File: src/rtl/bram_pkg.sv
// bram_pkg: definitions shared by the BRAM wrapper and its byte loader.
//   LANE_W   : width of one byte lane of a BRAM word
//   BRAM_DP  : default BRAM depth in words
//   BRAM_N   : default number of byte lanes per word
//   load_state_t : loader FSM states
//   sat_len  : clamps a requested load length to the BRAM depth
package bram_pkg;

   localparam int unsigned LANE_W  = 8;
   localparam int unsigned BRAM_DP = 512;
   localparam int unsigned BRAM_N  = 3;

   typedef enum logic [1:0] {
      IDLE = 2'd0,
      LOAD = 2'd1,
      LAST = 2'd2,
      DONE = 2'd3
   } load_state_t;

   // A load can never usefully write more words than the BRAM holds.
   function automatic int unsigned sat_len(input int unsigned len, input int unsigned dp);
      return (len > dp) ? dp : len;
   endfunction

endpackage

File: src/rtl/byte_packer.sv
// byte_packer: packs a byte stream little-endian into N-lane words.
// The word output register is separate from the accumulating pack
// register, so the first byte of the next word can be taken in the
// same cycle the previous word is presented.
// Ports:
//   clk, rst   : clock, synchronous active-high reset
//   clr        : restart at lane 0 (new load)
//   data       : byte in
//   valid      : byte accepted this cycle
//   lane       : lane the next accepted byte lands in
//   word       : assembled word (held until the next word completes)
//   word_valid : one-cycle pulse, cycle after the last lane is accepted
module byte_packer
   import bram_pkg::*;
#(
   parameter int unsigned N  = BRAM_N,
   parameter int unsigned WW = N * LANE_W
) (
   input  logic                    clk,
   input  logic                    rst,
   input  logic                    clr,
   input  logic [LANE_W-1:0]       data,
   input  logic                    valid,
   output logic [((N > 1) ? $clog2(N) : 1)-1:0] lane,
   output logic [WW-1:0]           word,
   output logic                    word_valid
);

   localparam int unsigned LNW = (N > 1) ? $clog2(N) : 1;

   logic [WW-1:0] pack_q;
   logic [WW-1:0] word_c;

   // Completed word: earlier lanes from the pack register, top lane straight from the input.
   always_comb begin
      word_c = pack_q;
      word_c[WW-LANE_W +: LANE_W] = data;
   end

   always_ff @(posedge clk) begin
      if (rst) begin
         lane       <= '0;
         pack_q     <= '0;
         word       <= '0;
         word_valid <= 1'b0;
      end else begin
         word_valid <= 1'b0;
         if (clr) begin
            lane <= '0;
         end else if (valid) begin
            for (int i = 0; i < int'(N); i++) begin
               if (lane == LNW'(i)) pack_q[i*LANE_W +: LANE_W] <= data;
            end
            if (lane == LNW'(N-1)) begin
               lane       <= '0;
               word       <= word_c;
               word_valid <= 1'b1;
            end else begin
               lane <= lane + LNW'(1);
            end
         end
      end
   end

endmodule

File: src/rtl/bram_byte_loader.sv
// bram_byte_loader: loads a byte stream into a BRAM through one write port.
// N bytes are packed little-endian per word; words are written from
// BASE_ADDR upward, wrapping modulo DP.
// Optional feature macro: BRAM_BYTE_LOADER_CKSUM_EN enables the running
// modulo-256 byte checksum on csum; otherwise csum is constant 0.
// Ports:
//   clk, rst : clock, synchronous active-high reset
//   start    : load request (sampled only in IDLE), len = words to load
//   s_data, s_valid, s_ready : byte stream
//   wr, addr, din : BRAM write port
//   busy     : load in progress
//   done     : one-cycle end-of-load pulse
//   csum     : running byte checksum
module bram_byte_loader
   import bram_pkg::*;
#(
   parameter int unsigned DP        = BRAM_DP,
   parameter int unsigned N         = BRAM_N,
   parameter int unsigned AW        = $clog2(DP) - 1,
   parameter int unsigned DW        = N * LANE_W - 1,
   parameter int unsigned BASE_ADDR = 0
) (
   input  logic          clk,
   input  logic          rst,
   input  logic          start,
   input  logic [AW+1:0] len,
   input  logic [7:0]    s_data,
   input  logic          s_valid,
   output logic          s_ready,
   output logic          wr,
   output logic [AW:0]   addr,
   output logic [DW:0]   din,
   output logic          busy,
   output logic          done,
   output logic [7:0]    csum
);

   localparam int unsigned LW  = AW + 2;
   localparam int unsigned AWD = AW + 1;
   localparam int unsigned LNW = (N > 1) ? $clog2(N) : 1;

   load_state_t    state;
   logic [LW-1:0]  len_q;
   logic [LW-1:0]  word_cnt;
   logic [LW-1:0]  len_sat;
   logic [LNW-1:0] lane;
   logic [AW:0]    next_addr;
   logic           accept;
   logic           clr;
   logic           last_lane;

   assign accept    = s_valid & s_ready;
   assign clr       = (state == IDLE) & start;
   assign last_lane = (lane == LNW'(N-1));
   assign len_sat   = LW'(sat_len(32'(len), DP));
   assign next_addr = (addr == AWD'(DP-1)) ? '0 : addr + AWD'(1);

   byte_packer #(
      .N  (N),
      .WW (DW+1)
   ) u_packer (
      .clk        (clk),
      .rst        (rst),
      .clr        (clr),
      .data       (s_data),
      .valid      (accept),
      .lane       (lane),
      .word       (din),
      .word_valid (wr)
   );

   // Loader FSM; wr/din come registered from the packer, addr advances after each write.
   always_ff @(posedge clk) begin
      if (rst) begin
         state    <= IDLE;
         s_ready  <= 1'b0;
         busy     <= 1'b0;
         done     <= 1'b0;
         len_q    <= '0;
         word_cnt <= '0;
         addr     <= AWD'(BASE_ADDR);
      end else begin
         done <= 1'b0;
         if (wr) addr <= next_addr;
         unique case (state)
            IDLE: begin
               if (start) begin
                  if (len_sat != '0) begin
                     state    <= LOAD;
                     s_ready  <= 1'b1;
                     busy     <= 1'b1;
                     len_q    <= len_sat;
                     word_cnt <= '0;
                     addr     <= AWD'(BASE_ADDR);
                  end else begin
                     done <= 1'b1;
                  end
               end
            end
            LOAD: begin
               if (accept && last_lane) begin
                  word_cnt <= word_cnt + LW'(1);
                  if (word_cnt == len_q - LW'(1)) begin
                     state   <= LAST;
                     s_ready <= 1'b0;
                  end
               end
            end
            LAST: begin
               state <= DONE;
               busy  <= 1'b0;
               done  <= 1'b1;
            end
            DONE: begin
               state <= IDLE;
            end
            default: begin
               state <= IDLE;
            end
         endcase
      end
   end

`ifdef BRAM_BYTE_LOADER_CKSUM_EN
   // Modulo-256 sum of accepted bytes, restarted by each load request.
   always_ff @(posedge clk) begin
      if (rst)         csum <= '0;
      else if (clr)    csum <= '0;
      else if (accept) csum <= csum + s_data;
   end
`else
   assign csum = '0;
`endif

endmodule

File: config.mk
export PLATFORM = sky130hd
export DESIGN_NAME = bram_byte_loader
export DESIGN_NICKNAME = d
export VERILOG_FILES = /design/src/rtl/bram_pkg.sv /design/src/rtl/byte_packer.sv /design/src/rtl/bram_byte_loader.sv
export SDC_FILE = /design/constraint.sdc
export NUM_CORES = 1
export LEC_CHECK = 0
export BUFFER_PORTS_ARGS = -buffer_cell sky130_fd_sc_hd__buf_2
export CAP_MARGIN = 0
export CORE_ASPECT_RATIO = 1.4
export CORE_UTILIZATION = 41
export CTS_BUF_LIST = sky130_fd_sc_hd__clkbuf_16
export DETAILED_ROUTE_END_ITERATION = 8
export HOLD_SLACK_MARGIN = 0.12
export PLACE_DENSITY = 0.71
export SYNTH_ARGS = -nofsm -noshare
export SYNTH_HDL_FRONTEND = slang
export SYNTH_SLANG_ARGS = --single-unit
File: constraint.sdc
create_clock -name clk -period 2.5 [get_ports clk]
set_input_delay 0.375 -clock clk [delete_from_list [all_inputs] [get_ports clk]]
set_output_delay 0.375 -clock clk [all_outputs]
set_load 0.05 [all_outputs]
# Yosys cells after proc, flatten, opt, wreduce, memory -nomap -nowiden
# Index checks and enable logic that the tools add are counted.
# totals
regBits,77
wordCells,74
# op_classes
magnitude_cmp,1
bitwise,4
reduce_logical,16
eq_ne,11
muxes,26
n_addsub,4
# ops
cell,n
9-bit two-way mux,5
10-bit two-way mux,4
10-bit case mux with 2 select lines,1
3-bit AND reduction,5
10-bit by 1-bit adder with 10-bit output (second input constant),1
10-bit == test,1
10-bit greater-than comparator (second input constant),1
2-bit two-way mux,5
10-bit nonzero test,1
10-bit by 1-bit subtractor with 10-bit output (second input constant),1
9-bit by 1-bit adder with 9-bit output (second input constant),1
9-bit == test (second input constant),1
2-bit case mux with 4 select lines,1
4-bit AND reduction,2
1-bit two-way mux,7
2-bit == test (second input constant),3
2-bit != test (second input constant),3
1-bit case mux with 2 select lines,3
5-bit AND reduction,1
2-bit by 1-bit == test with 1-bit output (second input constant),2
2-bit logical NOT,2
2-bit nonzero test,2
3-bit OR reduction,1
2-bit by 1-bit adder with 2-bit output (second input constant),1
other kinds (5),7

# Logic depth before layout (Yosys ltp)
# Gate-level depths: netlist (run 1).
# depth
ltp_word,6
mapped_depth,8
mapped_depth_nobuf,8

# Hierarchy
# From an unflattened synthesis (run 1), not the netlist that was laid out.
# hier_totals
cells_unflattened,397
area_unflattened_um2,3782.4
# modules_own_cells
module,area_per_inst_um2,seq_area_each_um2,cells_per_inst,n_inst
bram_byte_loader,2047.0,680.7,243,1
byte_packer,1735.4,860.8,154,1

# Worst setup path before layout (run 1)
# Ideal clock, no wire load.
# synth_path
kind,reg-to-reg
startpoint,reg len_q[0]
endpoint,reg s_ready
required_ns,2.368
path_stages_with_launch,9
setup_ns,0.132
synth_period_minus_slack_ns,1.835
arrival_time_ns,1.703
slack_ns,0.665
cell_sequence,dfxtp_1 inv_1 ha_1 nor3b_2 xor2_1 o221ai_1 mux2i_1 o41ai_1 a21oi_1
# synth_via
elab_chain_cells,4
# synth_lines
element,line,source
from (decl),bram_byte_loader.sv:43,logic [LW-1:0] len_q;
from (signal assigned),bram_byte_loader.sv:92,len_q <= len_sat;
10-bit by 1-bit subtractor with 10-bit output,bram_byte_loader.sv:103,if (word_cnt == len_q - LW'(1)) begin
10-bit == test,bram_byte_loader.sv:103,
2-bit != test (no source line),--,
5-bit AND reduction (no source line),--,
to (signal assigned),bram_byte_loader.sv:76,s_ready <= 1'b0;
to (signal assigned),bram_byte_loader.sv:90,s_ready <= 1'b1;
to (signal assigned),bram_byte_loader.sv:105,s_ready <= 1'b0;
to (decl),bram_byte_loader.sv:29,"output logic s_ready,"
# No other way between the ends.
# A chain may end at the register's enable or synchronous reset.

# Final worst setup path (run 1)
# Ends and elaborated chain as after synthesis.

==> results.sh, run 1 <==
export IMPL_die_h_um=111
export IMPL_drc=0
export IMPL_syn_area_sq_um=3480
export IMPL_clkSinkCount=77
export IMPL_ctsHoldBuffers=0
export IMPL_grt_pass1_vias=2810
export IMPL_port_buffer_count=58
export IMPL_synth_seq_area_share_pct=44.3
export IMPL_fmax_ghz=0.487
export IMPL_setup_violations_final=0
export IMPL_cts_tree="built"
export IMPL_max_slew_worst_pin_slew_ps=595
export IMPL_die_area_sq_um=8860
export IMPL_postLayoutSetupSlackWorst_ps=445
export IMPL_fin_nets=480
export IMPL_drive_gt1_share_pct=19.5
export IMPL_wl_per_cell_um=13.7
export IMPL_preCtsSetupSlack_ps=462
export IMPL_synth_area_leader_cell="dfxtp_1"
export IMPL_clock_root_buffer="clkbuf_16"
export IMPL_wl_um=7630
export IMPL_fin_crit_sh_pct=82.2
export IMPL_crit_fanout=6
export IMPL_via_per_inst=5.19
export IMPL_finalCriticalPeriod_ps=2060
export IMPL_async_flop_share_pct=0
export IMPL_synthFlopType="dfxtp_1"
export IMPL_dr_pass1_iters=4
export IMPL_vias=2897
export IMPL_outcome="finished clean"
export IMPL_hold_class="in -> reg"
export IMPL_coreArea_sq_um=8200
export IMPL_synth_top_area_share_pct=44.3
export IMPL_place_congestion=0.777
export IMPL_area_growth_syn_to_layout_pct=18.7
export IMPL_synth_area_leaders="dfxtp_1, nand2_1, mux2i_1"
export IMPL_rsz0062_at_grt="false"
export IMPL_detail_route_antenna_nets=0
export IMPL_vdd_drop_max_mv=0.372
export IMPL_path_clk_slew_ps=60
export IMPL_io_pins=67
export IMPL_ys_seq_elements=77
export IMPL_synth_cell_type_count=44
export IMPL_power_mw=3.40
export IMPL_maxSlewViolCount=0
export IMPL_final_common_cell="dfxtp_1"
export IMPL_numCtsBuffers=9
export IMPL_cp_data_arrival_time_ps=2260
export IMPL_htreeDepth=3
export IMPL_cts_buffer_depth=2
export IMPL_syn_inst=397
export IMPL_cts_resized_gates=0
export IMPL_worstPathRequired_ps=2700
export IMPL_drv_cap=0
export IMPL_hold_violations=0
export IMPL_clk_latency_ps=330
export IMPL_final_cell_mix="dfxtp_1, nand2_1, buf_2"
export IMPL_hpwlAfterDp_um=5530
export IMPL_initial_core_util_pct=42.4
export IMPL_post_cts_buffers=0
export IMPL_max_slew_margin_pct=60.2
export IMPL_leakage_nw=1.75
export IMPL_drtIter0Drc=137
export IMPL_antenna_found_initial=0
export IMPL_fp_dieW_um=79.8
export IMPL_grt_pass1_wl_um=13000
export IMPL_synth_edff_count=0
export IMPL_fp_row_count=39
export IMPL_start_kind="register"
export IMPL_diodes=0
export IMPL_critPathKind="reg -> reg"
export IMPL_nFillCells=780
export IMPL_overflow=0
export IMPL_ys_warn_count=0
export IMPL_avgSynthCellArea_sq_um=8.76
export IMPL_final_util_pct=50.4
export IMPL_setup_tns_ps=0
export IMPL_p_per_area_nw_per_um2=825
export IMPL_critPathCaptureType="register"
export IMPL_skew_ps=3.06
export IMPL_grt_use_total_pct=18.7
export IMPL_grt_start_max_net_pins=43
==> routing by layer <==
| metal | up-vias | wire [um] | GRT usage (%) |
|---|---|---|---|
| met5 | - | 0 | 0 |
| met4 | 0 | 184 | 8.57 |
| met3 | 15 | 376 | 4.44 |
| met2 | 76 | 3800 | 30.9 |
| met1 | 1380 | 3270 | 22.4 |
| li1 | 1426 | - | - |
==> Yosys cell counts (all sizes together) (7+ instances only) <==
cell type / n
ha: 7
xnor2: 10
nor2: 43
nand2: 74
nand3b: 10
clkbuf: 18
xor2: 17
mux2i: 23
a21oi: 39
dfxtp: 77
and3: 8
nand4: 9
buf: 10
==> area by class of cell <==
type | count | area (sq um) | area share [%]
tap | 102 | 128 | 3.09
timing repair buffer | 64 | 335 | 8.12
clock buffer | 9 | 225 | 5.46
inverter | 6 | 22.5 | 0.546
clock inverter | 7 | 72.6 | 1.76
multi-input combinational | 293 | 1800 | 43.7
sequential | 77 | 1540 | 37.3
==> worst paths after layout <==
kind	from	endpoint	slack, ps	cells after the start
hold reg to reg	u_packer.pack_q[10]	u_packer.word[10]	450	2
hold / removal	s_data[7]	u_packer.word[23]	310	3
setup reg to reg	len_q[0]	s_ready	440	8
setup / recovery	len_q[0]	s_ready	440	8
==> power by group <==
part	switching [mW]	internal, mW
registers	0.0699	1.29
clock network	0.512	0.776
logic	0.467	0.285
==> sequential cells by signal, indices dropped and copies added (netlist names), 2 cells and up <==
register	count
len_q	10
word_cnt	10
u_packer.pack_q	16
addr	9
u_packer.lane	2
state	2
u_packer.word	24
==> worst max-delay path: stages, from the launching register on <==
cell and delay [ps]:
dfxtp_1 450, inv_1 70, ha_1 210, nor3b_2 190, xor2_1 160, o221ai_1 240, mux2i_1 170, o41ai_1 330
a21oi_1 110
==> stage by stage <==
stage | cells | hold slack [ps] | cell area [sq um]
global placement | 542 | 438 | 3830
global route | 558 | 313 | 4130
floorplan | 404 | 431 | 3500
finish | 558 | 307 | 4130
detailed placement | 542 | 445 | 3830
CTS | 558 | 297 | 4130
==> kinds of logic (layout without fill, tap and decap cells) <==
kind of cell,count (synthesis),in the layout,share of synthesized area (%)
AOI/OAI and AO/OA,49,49,8.78
other,1,8,0.108
adders and majority gates,7,7,2.52
and+or+nand+nor,177,177,25.2
xor gates and xnor gates,28,28,7.45
DFF,77,77,44.3
muxes,24,24,7.05
buffers and inverters,34,86,4.60
Note: power is estimated with default switching activity, not from simulation.
==> inputs of run 2 (changes only) <==
--- a/config.mk
+++ b/config.mk
@@ -5,6 +5,7 @@
 export SDC_FILE = /design/constraint.sdc
 export NUM_CORES = 1
 export LEC_CHECK = 0
+export ABC_AREA = 1
 export BUFFER_PORTS_ARGS = -buffer_cell sky130_fd_sc_hd__buf_2
 export CAP_MARGIN = 0
 export CORE_ASPECT_RATIO = 1.4
==> constraint.sdc (replaced) <==
create_clock -name clk -period 2 [get_ports clk]
set_input_delay 0.3 -clock clk [delete_from_list [all_inputs] [get_ports clk]]
set_output_delay 0.3 -clock clk [all_outputs]
set_load 0.05 [all_outputs]
==> results.sh, run 2 <==
export IMPL_rsz0062_at_grt="false"
export IMPL_power_frac_seq_pct=37.5
export IMPL_via_per_inst=5.17
export IMPL_ys_warn_count=0
export IMPL_drv_cap=0
export IMPL_leakage_nw=1.90
export IMPL_synth_seq_area_share_pct=40.8
export IMPL_register_area_sq_um=1540
export IMPL_skew_ps=5.62
export IMPL_p_per_area_nw_per_um2=1080
export IMPL_synth_area_leaders="dfxtp_1, nand2_1, nor2_1"
export IMPL_fp_dieW_um=83.2
export IMPL_cts_tree="built"
export IMPL_fin_nets=612
export IMPL_ys_seq_elements=77
export IMPL_hold_class="in -> reg"
export IMPL_detail_route_antenna_nets=0
export IMPL_antenna_found_initial=0
export IMPL_power_mw=4.77
export IMPL_nFillCells=879
export IMPL_diodes=0
export IMPL_place_congestion=0.852
export IMPL_multiInputGateArea_sq_um=1970
export IMPL_vias=3590
export IMPL_critPathLaunch="state[0]"
export IMPL_io_pins=67
export IMPL_grt_pass1_wl_um=15500
export IMPL_fin_crit_sh_pct=87.0
export IMPL_clkSinkCount=77
export IMPL_cp_data_arrival_time_ps=1970
export IMPL_reg2reg_to="u_packer.pack_q[1]"
export IMPL_clkPwrFrac_pct=30.7
export IMPL_setup_tns_ps=0
export IMPL_critPathKind="reg -> reg"
export IMPL_synthFlopType="dfxtp_1"
export IMPL_path_clk_slew_ps=60
export IMPL_die_h_um=116
export IMPL_grt_pass1_vias=3423
export IMPL_swShare_pct=37.9
export IMPL_min_delay_path_depth=2
export IMPL_largest_register_ffs=24
export IMPL_critPathSlowestCell="dfxtp_1"
export IMPL_power_frac_comb_pct=31.8
export IMPL_initial_core_util_pct=42.1
export IMPL_port_buffer_count=58
export IMPL_grt_use_total_pct=20.3
export IMPL_crit_path_end="u_packer.pack_q[1]"
export IMPL_hold_violations=0
export IMPL_maxSlewViolCount=0
export IMPL_top_register="u_packer.word"
export IMPL_critPathCaptureType="register"
export IMPL_htreeDepth=3
export IMPL_outcome="finished clean"
export IMPL_hpwlAfterDp_um=6930
export IMPL_avgSynthCellArea_sq_um=7.20
export IMPL_crit_cells=9
export IMPL_wl_um=9300
export IMPL_drtIter0Drc=169
export IMPL_drc=0
export IMPL_finalCriticalPeriod_ps=1740
export IMPL_final_cell_mix="nand2_1, nor2_1, dfxtp_1"
export IMPL_reg_top3="u_packer.word: 24 flops, u_packer.pack_q: 16 flops"
export IMPL_crit_fanout=9
export IMPL_cp_top_family="simple AND/OR/NAND/NOR gates"
export IMPL_numCtsBuffers=9
export IMPL_async_flop_share_pct=0
export IMPL_start_kind="register"
export IMPL_p_int_mw=2.96
export IMPL_synth_edff_count=0
export IMPL_wl_per_cell_um=13.4
export IMPL_path_buf_inv=3
export IMPL_vdd_drop_max_mv=0.672
export IMPL_dp_cells=679
export IMPL_area_growth_syn_to_layout_pct=16.8
export IMPL_setup_violations_final=0
export IMPL_clock_root_buffer="clkbuf_16"
export IMPL_drive_gt1_share_pct=17.9
export IMPL_cp_cell_sequence="inv_1, ha_1, nand2_2, inv_1, nor2_1, nand2_1, inv_1, nor2_1, nor2_1"
export IMPL_final_util_pct=49.2
export IMPL_p_sw_mw=1.81
export IMPL_fp_row_count=41
export IMPL_r2r_start="state[0]"
export IMPL_syn_area_sq_um=3780
export IMPL_r2r_cells=9
export IMPL_cts_buffer_depth=2
export IMPL_coreArea_sq_um=8980
export IMPL_overflow=0
export IMPL_fmax_ghz=0.575
export IMPL_worstPathRequired_ps=2230
export IMPL_clk_latency_ps=340
export IMPL_synthTopCellsByCount="nand2_1, nor2_1, dfxtp_1"
export IMPL_syn_inst=525
export IMPL_cp_slowest_stage_delay_ps=320
export IMPL_synth_top_area_share_pct=40.8
export IMPL_synth_cell_type_count=37
export IMPL_grt_start_max_net_pins=39
export IMPL_synth_area_leader_cell="dfxtp_1"
export IMPL_stdcell_count=695
export IMPL_dr_pass1_iters=5
export IMPL_die_area_sq_um=9620
export IMPL_synth_most_common_cell="nand2_1"
export IMPL_r2r_slack_ps=260
export IMPL_final_common_cell="nand2_1"
## run 2: changes by cell type in the layout (fill, tap and decap cells not counted), moves of 8 or more
cell	previous run	this run
nand2_1	73	103
inv_1	6	38
mux2i_1	23	0
nand4_1	9	19
nor2_1	43	83
o21ai_0	0	22
nand3_1	4	44
nand3b_1	10	1
a21oi_1	38	49
and3_1	8	0
## run 2: logic make-up after synthesis
kind of cell / share of synthesized area [%]
flops: 40.8
other cells: 0.0992
compound gates: 12.0
xor+xnor: 4.17
fa+ha+maj: 2.32
buf+inv: 7.91
simple gates: 32.8
## run 2: final cells by class
class | instances | share of cell area (%)
timing repair buffer | 66 | 7.93
clock buffer | 9 | 5.10
multi-input combinational | 388 | 44.6
clock inverter | 7 | 0.963
tap | 107 | 3.03
inverter | 41 | 3.48
sequential | 77 | 34.9
## run 2: worst min path at each step
stage,from,endpoint,slack [ps]
after floorplan,len[6],len_q[6],430
after global placement,u_packer.word[18],u_packer.word[18],450
after detailed placement,u_packer.word[1],u_packer.word[1],450
after CTS,rst,len_q[5],210
after global routing,rst,len_q[4],230
final,rst,len_q[7],220
## run 2: per-layer routing
metal	wire length [um]	track usage, %	part of all wire [%]	vias to the layer above
met1	3790	21.1	41	1672
li1	-	-	-	1821
met2	4940	38.4	53	79
met4	267	10.3	2.9	0
met5	0	0	0	-
met3	301	4.49	3.2	18
## run 2: metrics by stage
step / worst slack [ps] / cell area (sq um) / hold slack, ps
after floorplan: 194 / 3810 / 431
after global placement: 232 / 4150 / 447
after detailed placement: 182 / 4150 / 453
after CTS: 167 / 4410 / 210
after global routing: 7.07 / 4420 / 228
final: 261 / 4420 / 222
## run 2: power groups by stage
stage / Combinational (mW) / Clock, mW / Sequential [mW]
2_1_floorplan: 1.12 / 0 / 1.87
3_3_place_gp: 1.49 / 0 / 1.82
3_5_place_dp: 1.51 / 0 / 1.82
4_1_cts: 1.52 / 1.48 / 1.79
5_1_grt: 1.73 / 1.54 / 1.81
6_report: 1.52 / 1.46 / 1.79
## run 2: what timing repair did
action,4_1_cts,5_1_grt
hold buffers,0,0
endpoints found under the setup margin,0,3
resized for setup,0,2
hold endpoints to repair,0,0
setup buffers,0,0
==> inputs of run 3 (changes only) <==
==> constraint.sdc (replaced) <==
create_clock -name clk -period 2 [get_ports clk]
set_input_delay 0.4 -clock clk [delete_from_list [all_inputs] [get_ports clk]]
set_output_delay 0.4 -clock clk [all_outputs]
set_load 0.05 [all_outputs]
==> results.sh, run 3 (synthesized netlist as in run 2, its figures left out) <==
export IMPL_clkSinkCount=77
export IMPL_top_register="u_packer.word"
export IMPL_crit_fanout=11
export IMPL_clock_root_buffer="clkbuf_16"
export IMPL_p_int_mw=3.13
export IMPL_hold_violations=0
export IMPL_placed_area_sq_um=4170
export IMPL_fmax_ghz=0.573
export IMPL_critPathKind="reg -> reg"
export IMPL_start_kind="register"
export IMPL_power_frac_comb_pct=30.8
export IMPL_maxSlewViolCount=0
export IMPL_via_per_inst=5.19
export IMPL_drc=0
export IMPL_wl_per_cell_um=13.5
export IMPL_clkPwrFrac_pct=33.1
export IMPL_cts_buffer_depth=2
export IMPL_nFillCells=866
export IMPL_coreArea_sq_um=8980
export IMPL_diodes=0
export IMPL_vdd_drop_max_mv=0.728
export IMPL_htreeDepth=3
export IMPL_cp_data_arrival_time_ps=1950
export IMPL_clk_latency_ps=330
export IMPL_critPathCaptureType="register"
export IMPL_cts_resized_gates=0
export IMPL_grt_pass1_vias=3665
export IMPL_antenna_found_initial=0
export IMPL_leakage_nw=1.94
export IMPL_setup_violations_final=0
export IMPL_skew_ps=5.08
export IMPL_power_frac_seq_pct=36.1
export IMPL_post_cts_buffers=0
export IMPL_overflow=0
export IMPL_final_area_sq_um=4480
export IMPL_numCtsBuffers=9
export IMPL_reg_top3="u_packer.word: 24 flops, u_packer.pack_q: 16 flops"
export IMPL_worstPathRequired_ps=2210
export IMPL_outcome="finished clean"
export IMPL_final_cell_mix="nand2_1, nor2_1, dfxtp_1"
export IMPL_wl_um=9450
export IMPL_grt_use_total_pct=20.8
export IMPL_fin_nets=615
export IMPL_drive_gt1_share_pct=18.1
export IMPL_die_area_sq_um=9620
export IMPL_initial_core_util_pct=42.1
export IMPL_die_h_um=116
export IMPL_rsz0062_at_grt="false"
export IMPL_swShare_pct=37.2
export IMPL_fin_crit_sh_pct=87.2
export IMPL_setup_tns_ps=0
export IMPL_hold_class="in -> reg"
export IMPL_p_per_area_nw_per_um2=1110
export IMPL_max_slew_margin_pct=65.5
export IMPL_largest_register_ffs=24
export IMPL_cts_tree="built"
export IMPL_path_clk_slew_ps=60
export IMPL_io_pins=67
export IMPL_fp_dieW_um=83.2
export IMPL_port_buffer_count=58
export IMPL_ctsHoldBuffers=0
export IMPL_grt_pass1_wl_um=16100
export IMPL_place_congestion=0.921
export IMPL_dr_pass1_iters=4
export IMPL_final_common_cell="nand2_1"
export IMPL_hpwlAfterDp_um=7150
export IMPL_area_growth_syn_to_layout_pct=18.4
export IMPL_vias=3621
export IMPL_max_slew_worst_pin_slew_ps=517
export IMPL_grt_start_max_net_pins=28
export IMPL_drv_cap=0
export IMPL_p_sw_mw=1.85
export IMPL_drtIter0Drc=144
export IMPL_fp_row_count=41
export IMPL_finalCriticalPeriod_ps=1740
export IMPL_detail_route_antenna_nets=0
-- run 3: path summary, 6_finish.rpt --
check / slack, ps / depth (start not counted) / end / startpoint
max: 260 / 5 / word_cnt[1] / s_ready
min: 340 / 3 / u_packer.pack_q[13] / s_data[5]
max reg2reg: 260 / 5 / word_cnt[1] / s_ready
min reg2reg: 460 / 2 / u_packer.word[16] / u_packer.word[16]
-- run 3: cell type report --
cell class	count	area, sq um	area share [%]
inverters	41	154	3.44
repair buffers	69	373	8.33
flip-flops and latches	77	1540	34.4
clock inverters	7	81.3	1.82
well taps	107	134	2.99
clock buffers	9	225	5.03
multi-input cells	388	1970	43.9
-- run 3: critical path, cell delays in order (launching register included) --
cell and delay, ps:
dfxtp_1 410, nand2_2 130, o21ai_2 470, nand3_2 340, o21ai_0 230, nor2_1 50
-- run 3: routing by layer --
| layer | vias up | part of all wire (%) | global-route usage, % |
|---|---|---|---|
| met5 | - | 0 | 0 |
| met4 | 0 | 4.9 | 14.3 |
| met3 | 33 | 3.2 | 3.92 |
| met2 | 99 | 53 | 39.1 |
| met1 | 1659 | 39 | 20.8 |
| li1 | 1830 | - | - |
-- run 3: power groups by stage --
stage               combinational, mW  sequential [mW]  clock [mW]
floorplan                        1.12             1.87           0
global placement                 1.50             1.83           0
detailed placement               1.53             1.83           0
CTS                              1.54             1.80        1.70
global route                     1.72             1.82        1.76
finish                           1.54             1.80        1.65
-- run 3: stage by stage --
| stage | power [mW] | hold WS [ps] | utilization (%) | cells | worst slack [ps] |
|---|---|---|---|---|---|
| after floorplan | 2.99 | 456 | - | 532 | 194 |
| after global placement | 3.33 | 447 | 46.4 | 682 | 240 |
| after detailed placement | 3.36 | 452 | 46.4 | 682 | 170 |
| after CTS | 5.04 | 328 | 49.9 | 698 | 258 |
| after global routing | 5.30 | 361 | 49.9 | 698 | 26.4 |
| final | 4.98 | 344 | 49.9 | 698 | 256 |
